--- src/rtl/bram_dwc_serializer_if.sv ---
// rtl/bram_dwc_serializer_if.sv - wide master request/response bundle plus narrow BRAM port
// slave: the converter's view; master: the environment driving requests and modelling the BRAM.
interface bram_dwc_serializer_if #(
  parameter int ADDR_BITW     = 32,
  parameter int MST_DATA_BITW = 128,
  parameter int SLV_DATA_BITW = 32
);
  localparam int MB = MST_DATA_BITW / 8;
  localparam int SB = SLV_DATA_BITW / 8;

  logic                     Req_SI;
  logic                     Gnt_SO;
  logic [ADDR_BITW-1:0]     Addr_DI;
  logic [MB-1:0]            WrEn_SI;
  logic [MST_DATA_BITW-1:0] Wr_DI;
  logic                     RspValid_SO;
  logic                     RspReady_SI;
  logic [MST_DATA_BITW-1:0] Rd_DO;

  logic                     Slv_En_SO;
  logic [ADDR_BITW-1:0]     Slv_Addr_DO;
  logic [SB-1:0]            Slv_WrEn_SO;
  logic [SLV_DATA_BITW-1:0] Slv_Wr_DO;
  logic [SLV_DATA_BITW-1:0] Slv_Rd_DI;

  modport slave (
    input  Req_SI, Addr_DI, WrEn_SI, Wr_DI, RspReady_SI, Slv_Rd_DI,
    output Gnt_SO, RspValid_SO, Rd_DO, Slv_En_SO, Slv_Addr_DO, Slv_WrEn_SO, Slv_Wr_DO
  );

  modport master (
    output Req_SI, Addr_DI, WrEn_SI, Wr_DI, RspReady_SI, Slv_Rd_DI,
    input  Gnt_SO, RspValid_SO, Rd_DO, Slv_En_SO, Slv_Addr_DO, Slv_WrEn_SO, Slv_Wr_DO
  );
endinterface

--- src/rtl/bram_dwc_serializer.sv ---
// rtl/bram_dwc_serializer.sv - serializes one wide access into N narrow BRAM beats
// Read slices are gathered into one wide response; writes return the old contents.
module bram_dwc_serializer #(
  parameter int ADDR_BITW     = 32,
  parameter int MST_DATA_BITW = 128,
  parameter int SLV_DATA_BITW = 32
) (
  input logic                  Clk_CI,
  input logic                  Rst_RBI,
  bram_dwc_serializer_if.slave bus
);
  localparam int N      = MST_DATA_BITW / SLV_DATA_BITW;
  localparam int MB     = MST_DATA_BITW / 8;
  localparam int SB     = SLV_DATA_BITW / 8;
  localparam int N_LOG  = $clog2(N);
  localparam int MB_LOG = $clog2(MB);

  if (MST_DATA_BITW < 8 || (MST_DATA_BITW & (MST_DATA_BITW - 1)) != 0 ||
      SLV_DATA_BITW < 8 || (SLV_DATA_BITW & (SLV_DATA_BITW - 1)) != 0 ||
      MST_DATA_BITW <= SLV_DATA_BITW) begin : g_bad_width
    $fatal(1, "bram_dwc_serializer: widths must be powers of two >= 8 with MST > SLV");
  end

  localparam logic [N_LOG-1:0] K_ONE  = N_LOG'(1);
  localparam logic [N_LOG-1:0] K_LAST = N_LOG'(N - 1);

  typedef enum logic [1:0] {IDLE, BEAT, DRAIN, RESP} state_e;

  state_e                      state_q, state_d;
  logic [N_LOG-1:0]            k_q, k_d;
  logic [ADDR_BITW-MB_LOG-1:0] addr_q, addr_d;
  logic [MB-1:0]               wren_q, wren_d;
  logic [MST_DATA_BITW-1:0]    wr_q, wr_d;
  logic [MST_DATA_BITW-1:0]    rd_q, rd_d;
  logic [N_LOG-1:0]            cap_idx;
  logic                        unused_addr_bits;

  assign unused_addr_bits = ^bus.Addr_DI[MB_LOG-1:0];

  always_ff @(posedge Clk_CI or negedge Rst_RBI) begin
    if (!Rst_RBI) begin
      state_q <= IDLE;
      k_q     <= '0;
      addr_q  <= '0;
      wren_q  <= '0;
      wr_q    <= '0;
      rd_q    <= '0;
    end else begin
      state_q <= state_d;
      k_q     <= k_d;
      addr_q  <= addr_d;
      wren_q  <= wren_d;
      wr_q    <= wr_d;
      rd_q    <= rd_d;
    end
  end

  always_comb begin
    state_d = state_q;
    k_d     = k_q;
    addr_d  = addr_q;
    wren_d  = wren_q;
    wr_d    = wr_q;
    rd_d    = rd_q;
    // Read data lags its beat by one cycle; in DRAIN k_q has wrapped to 0, so k-1 is N-1.
    cap_idx = k_q - K_ONE;

    bus.Gnt_SO      = 1'b0;
    bus.RspValid_SO = 1'b0;
    bus.Slv_En_SO   = 1'b0;
    bus.Slv_Addr_DO = '0;
    bus.Slv_WrEn_SO = '0;
    bus.Slv_Wr_DO   = '0;

    unique case (state_q)
      IDLE: begin
        bus.Gnt_SO = Rst_RBI;
        if (bus.Req_SI) begin
          addr_d  = bus.Addr_DI[ADDR_BITW-1:MB_LOG];
          wren_d  = bus.WrEn_SI;
          wr_d    = bus.Wr_DI;
          k_d     = '0;
          state_d = BEAT;
        end
      end
      BEAT: begin
        bus.Slv_En_SO   = 1'b1;
        bus.Slv_Addr_DO = ADDR_BITW'({addr_q, k_q}) << $clog2(SB);
        bus.Slv_WrEn_SO = wren_q[k_q*SB +: SB];
        bus.Slv_Wr_DO   = wr_q[k_q*SLV_DATA_BITW +: SLV_DATA_BITW];
        k_d             = k_q + K_ONE;
        if (k_q != '0) begin
          rd_d[cap_idx*SLV_DATA_BITW +: SLV_DATA_BITW] = bus.Slv_Rd_DI;
        end
        if (k_q == K_LAST) begin
          state_d = DRAIN;
        end
      end
      DRAIN: begin
        rd_d[cap_idx*SLV_DATA_BITW +: SLV_DATA_BITW] = bus.Slv_Rd_DI;
        state_d = RESP;
      end
      RESP: begin
        bus.RspValid_SO = 1'b1;
        if (bus.RspReady_SI) begin
          state_d = IDLE;
        end
      end
      default: state_d = IDLE;
    endcase
  end

  assign bus.Rd_DO = rd_q;
endmodule

--- src/flat_wrapper.sv ---
// flat-port wrapper written by rule: the top's interface ports become plain ports
module bram_dwc_serializer_flat 
#(
  parameter int ADDR_BITW     = 32,
  parameter int MST_DATA_BITW = 128,
  parameter int SLV_DATA_BITW = 32
)
  (Clk_CI, Rst_RBI, bus_Req_SI, bus_Addr_DI, bus_WrEn_SI, bus_Wr_DI, bus_RspReady_SI, bus_Slv_Rd_DI, bus_Gnt_SO, bus_RspValid_SO, bus_Rd_DO, bus_Slv_En_SO, bus_Slv_Addr_DO, bus_Slv_WrEn_SO, bus_Slv_Wr_DO);
  bram_dwc_serializer_if #(.ADDR_BITW(ADDR_BITW), .MST_DATA_BITW(MST_DATA_BITW), .SLV_DATA_BITW(SLV_DATA_BITW)) bus_i ();
  input logic Clk_CI;
  input logic Rst_RBI;
  input wire logic [$bits(bus_i.Req_SI)-1:0] bus_Req_SI;
  input wire logic [$bits(bus_i.Addr_DI)-1:0] bus_Addr_DI;
  input wire logic [$bits(bus_i.WrEn_SI)-1:0] bus_WrEn_SI;
  input wire logic [$bits(bus_i.Wr_DI)-1:0] bus_Wr_DI;
  input wire logic [$bits(bus_i.RspReady_SI)-1:0] bus_RspReady_SI;
  input wire logic [$bits(bus_i.Slv_Rd_DI)-1:0] bus_Slv_Rd_DI;
  output wire logic [$bits(bus_i.Gnt_SO)-1:0] bus_Gnt_SO;
  output wire logic [$bits(bus_i.RspValid_SO)-1:0] bus_RspValid_SO;
  output wire logic [$bits(bus_i.Rd_DO)-1:0] bus_Rd_DO;
  output wire logic [$bits(bus_i.Slv_En_SO)-1:0] bus_Slv_En_SO;
  output wire logic [$bits(bus_i.Slv_Addr_DO)-1:0] bus_Slv_Addr_DO;
  output wire logic [$bits(bus_i.Slv_WrEn_SO)-1:0] bus_Slv_WrEn_SO;
  output wire logic [$bits(bus_i.Slv_Wr_DO)-1:0] bus_Slv_Wr_DO;
  assign bus_i.Req_SI = bus_Req_SI;
  assign bus_i.Addr_DI = bus_Addr_DI;
  assign bus_i.WrEn_SI = bus_WrEn_SI;
  assign bus_i.Wr_DI = bus_Wr_DI;
  assign bus_i.RspReady_SI = bus_RspReady_SI;
  assign bus_i.Slv_Rd_DI = bus_Slv_Rd_DI;
  assign bus_Gnt_SO = bus_i.Gnt_SO;
  assign bus_RspValid_SO = bus_i.RspValid_SO;
  assign bus_Rd_DO = bus_i.Rd_DO;
  assign bus_Slv_En_SO = bus_i.Slv_En_SO;
  assign bus_Slv_Addr_DO = bus_i.Slv_Addr_DO;
  assign bus_Slv_WrEn_SO = bus_i.Slv_WrEn_SO;
  assign bus_Slv_Wr_DO = bus_i.Slv_Wr_DO;
  bram_dwc_serializer #(.ADDR_BITW(ADDR_BITW), .MST_DATA_BITW(MST_DATA_BITW), .SLV_DATA_BITW(SLV_DATA_BITW)) u_core (.Clk_CI(Clk_CI), .Rst_RBI(Rst_RBI), .bus(bus_i));
endmodule
--- config.mk ---
export PLATFORM = sky130hd
export DESIGN_NAME = bram_dwc_serializer_flat
export DESIGN_NICKNAME = d
export VERILOG_FILES = /design/src/rtl/bram_dwc_serializer_if.sv /design/src/rtl/bram_dwc_serializer.sv /design/src/flat_wrapper.sv
export SDC_FILE = /design/constraint.sdc
export NUM_CORES = 1
export LEC_CHECK = 0
export BUFFER_PORTS_ARGS = -buffer_cell sky130_fd_sc_hd__buf_4
export CAP_MARGIN = 5
export CORE_ASPECT_RATIO = 0.6
export CORE_MARGIN = 10
export CORE_UTILIZATION = 35
export CTS_BUF_LIST = sky130_fd_sc_hd__clkbuf_16
export CTS_CLUSTER_SIZE = 24
export DETAILED_ROUTE_END_ITERATION = 8
export PLACE_DENSITY = 0.68
export SYNTH_ARGS = -nofsm -noshare
export SYNTH_HDL_FRONTEND = slang
export SYNTH_SLANG_ARGS = --single-unit
export TNS_END_PERCENT = 50
--- constraint.sdc ---
create_clock -name Clk_CI -period 2.7 [get_ports Clk_CI]
set_input_delay 0.675 -clock Clk_CI [delete_from_list [all_inputs] [get_ports Clk_CI]]
set_output_delay 0.675 -clock Clk_CI [all_outputs]
set_load 0.02 [all_outputs]
==> metrics.md <==
| Metric | Value |
|---|---|
| Cts bufs inserted | `30` |
| CTS tree | `built` |
| First-pass GRT wire length | `62100 um` |
| Grt peak-use layer | `met2` |
| Slew Limit Fails | `0` |
| Seq pwr share | `35.1%` |
| Site Rows | `55` |
| Switching Share | `36.3%` |
| Grt ovf | `0` |
| Met3 Use GR | `5.40%` |
| Area grow syn2layout | `35.1%` |
| Synth area leaders | `dfrtp_1, mux2_2, mux2i_1` |
| Die area | `0.0474 sq mm` |
| Switching pwr | `0.00827 W` |
| Status | `finished with violations` |
| Fin cells | `1941` |
| Residual DRC count | `0` |
| GP Congestion | `0.784` |
| Via/cell ratio | `4.75` |
| Chip width | `274 um` |
| Slowest cell on crit path | `dfrtp_4` |
| Synth cell types | `31` |
| RSZ-0062 raised after global routing | `true` |
| Initial antenna violation count | `1` |
| Starting Density | `35.8%` |
| Maximum root-to-sink buffer count | `3` |
| Clk pwr share | `17.2%` |
| Comb power frac | `47.6%` |
| Skew-Pair Late Insertion Delay | `0.57 ns` |
| WL per Instance | `20.8 um` |
| Max-Slew Margin vs Limit | `39.3%` |
| LEAKAGE | `8.49 nW` |
| Syn_area_per_cell | `13.6 sq um` |
| TNS Setup | `-0.992 ns` |
| Number of global-route vias before repair | `10200` |
| Flops & latches, synth | `304` |
| CTS Hold Bufs | `0` |
| CP peak stage delay | `0.51 ns` |
| Worst setup margin | `-0.0625 ns` |
| Violated checks | `setup timing` |
| Nets | `1627` |
| Hold Vio Cnt, Final | `0` |
| Placed cells | `1883` |
| Syn. warnings | `0` |
| DRT Pass-1 Iters | `5` |
| Layout cells sized above 1 | `50.8%` |
| Critical path endpoint category | `output pin` |
| Syn Std Cell Area | `0.0136 sq mm` |
| Cell mode on critical path | `buf_4` |
| HPWL after DPL | `29500 um` |
| Port bufs | `404` |
| CTS sink count | `304` |
| Peak supply drop | `628 uV` |
| Worst path cell trace | `buf_4 -> buf_12 -> mux4_2 -> and2_4 -> buf_4` |
| Die height | `173 um` |
| CP Data Required Time | `2.03 ns` |
| Area leader, netlist | `dfrtp_1` |
| Ports | `411` |
| Total track usage | `16.5%` |
| Worst Path Arrival | `2.09 ns` |
| Sequential area share after synthesis | `55.9%` |
| Slew @ Worst Pin | `0.911 ns` |
| Initial DRC count | `473` |
| Post-route ant nets | `0` |
| Clock skew | `0.0176 ns` |
| Root Driver | `clkbuf_16` |
| Critical Path Fanout Max | `5` |
| Final min period | `2.76 ns` |
| Power per Cell Area | `1240 mW/mm^2` |
| H-tree levels | `1` |
| Final Setup Violations | `28` |
| Core area | `0.0380 sq mm` |
| Top-area cell type share of the netlist area | `55.9%` |
| Startpoint Class | `register` |
| Vias | `9228` |
| Fillers | `3388` |
| Fmax | `362 MHz` |
| Fin util | `48.4%` |
| Max_cap viols | `0` |
| M2 GR Usage | `27.8%` |
| Pint | `0.0145 W` |
| WL final | `40300 um` |
| Post-Synthesis Cells | `1002` |
| Crit share post-route | `102%` |
| Global Route met1 Usage | `20.1%` |
| Critical path type | `reg2out` |
| Largest net degree at the start of global routing | `160` |
| Hold Path Class | `in2async` |
| Pre-CTS setup slack | `0.423 ns` |
| Hold slack | `0.227 ns` |
| Reg clk slew, reported paths | `0.06 ns` |
[metrics by stage]
stage,area [sq um],power (W)
floorplan,13600,0.0144
global placement,17200,0.0183
detailed placement,17200,0.0186
CTS,18400,0.0231
global route,18400,0.0242
finish,18400,0.0228
[cell usage after synthesis]
| library cell | count |
|---|---|
| dfrtp_1 | 304 |
| mux2_2 | 173 |
| inv_1 | 103 |
| nand2_1 | 98 |
| mux2i_1 | 97 |
| and2_1 | 67 |
| mux4_2 | 36 |
| a22o_1 | 32 |
| buf_2 | 19 |
| buf_6 | 19 |
| buf_4 | 12 |
| clkbuf_1 | 12 |
| ha_1 | 10 |
| a21boi_4 | 3 |
| a222oi_1 | 1 |
| a22oi_1 | 1 |
| a2bb2oi_1 | 1 |
| a32o_1 | 1 |
| and4_1 | 1 |
| buf_8 | 1 |
| conb_1 | 1 |
| nand2_2 | 1 |
| nand2b_1 | 1 |
| nand2b_2 | 1 |
| nand2b_4 | 1 |
| nand3_1 | 1 |
| nand3b_2 | 1 |
| nor2_1 | 1 |
| nor3b_4 | 1 |
| nor4_4 | 1 |
| nor4b_4 | 1 |
[flip-flops by register name, indices dropped and copies added (netlist names)]
name and cells:
u_core.state_q 2, u_core.wren_q 16, u_core.wr_q 128, u_core.addr_q 28
u_core.k_q 2, u_core.bus.Rd_DO 128
[power by group through the flow]
stage / Clock, W / Combinational, W / Sequential, W
global route: 0.00425 / 0.0117 / 0.00828
floorplan: 0 / 0.00564 / 0.00880
finish: 0.00394 / 0.0109 / 0.00802
CTS: 0.00407 / 0.0110 / 0.00801
global placement: 0 / 0.0103 / 0.00798
detailed placement: 0 / 0.0105 / 0.00808
[final timing paths]
| path | startpoint | slack [ns] | endpoint | cells past startpoint |
|---|---|---|---|---|
| setup / recovery | u_core.k_q[0]$_DFFE_PN0P_ | -0.06 | bus_Slv_Wr_DO[1] | 5 |
| hold / removal | Rst_RBI | 0.23 | u_core.k_q[0]$_DFFE_PN0P_ | 2 |
| setup reg to reg | u_core.k_q[0]$_DFFE_PN0P_ | 0.29 | u_core.bus.Rd_DO[19]$_DFFE_PN0P_ | 9 |
| hold reg to reg | u_core.addr_q[13]$_DFFE_PN0P_ | 0.50 | u_core.addr_q[13]$_DFFE_PN0P_ | 1 |
| max in group asynchronous | Rst_RBI | 1.71 | u_core.wr_q[126]$_DFFE_PN0P_ | 2 |
| min in group Clk_CI | bus_WrEn_SI[14] | 0.33 | u_core.wren_q[14]$_DFFE_PN0P_ | 2 |
[cell type report]
| type | count | area, sq um | share of cell area (%) |
|---|---|---|---|
| Inverter | 103 | 387 | 2.10 |
| Clock buffer | 31 | 776 | 4.22 |
| Sequential cell | 304 | 7610 | 41.4 |
| Tap cell | 513 | 642 | 3.49 |
| Clock inverter | 23 | 121 | 0.660 |
| Antenna cell | 1 | 2.50 | 0.0136 |
| Multi-Input combinational cell | 533 | 5250 | 28.6 |
| Timing Repair Buffer | 433 | 3580 | 19.5 |
[cell usage in the layout, fill, tap and decap left out, drive strengths merged, types with 2 or more instances in the layout]
cell type / n
buf: 433
dfrtp: 304
mux2: 173
inv: 111
nand2: 99
mux2i: 97
and2: 67
mux4: 36
a22o: 32
clkbuf: 31
clkinv: 14
ha: 10
a21boi: 3
nand2b: 3
conb: 2
[critical path, delay by kind of cell, from the launching register on]
family	cells	cell delay [ns]
buf+inv	3	0.43
flops	1	0.51
mux	1	0.41
simple gates	1	0.17
[metal layers]
| metal | vias up | routed length, um |
|---|---|---|
| met5 | - | 0 |
| met4 | 0 | 893 |
| met3 | 44 | 3250 |
| met2 | 257 | 19900 |
| met1 | 4731 | 16200 |
| li1 | 4196 | - |
[repair_timing]
action,4_1_cts,5_1_grt
setup buffers,3,0
endpoints found under the setup margin,37,45
gates resized for setup,69,5
[logic make-up after synthesis]
family	share of synthesized area [%]
AO/OA/AOI/OAI	2.74
adder cells (fa/ha/maj)	0.920
buffers and inverters	6.22
flip-flops	55.9
multiplexers	27.4
other	0.0276
AND/OR/NAND/NOR	6.73
Note: power is estimated with default switching activity, not from simulation.
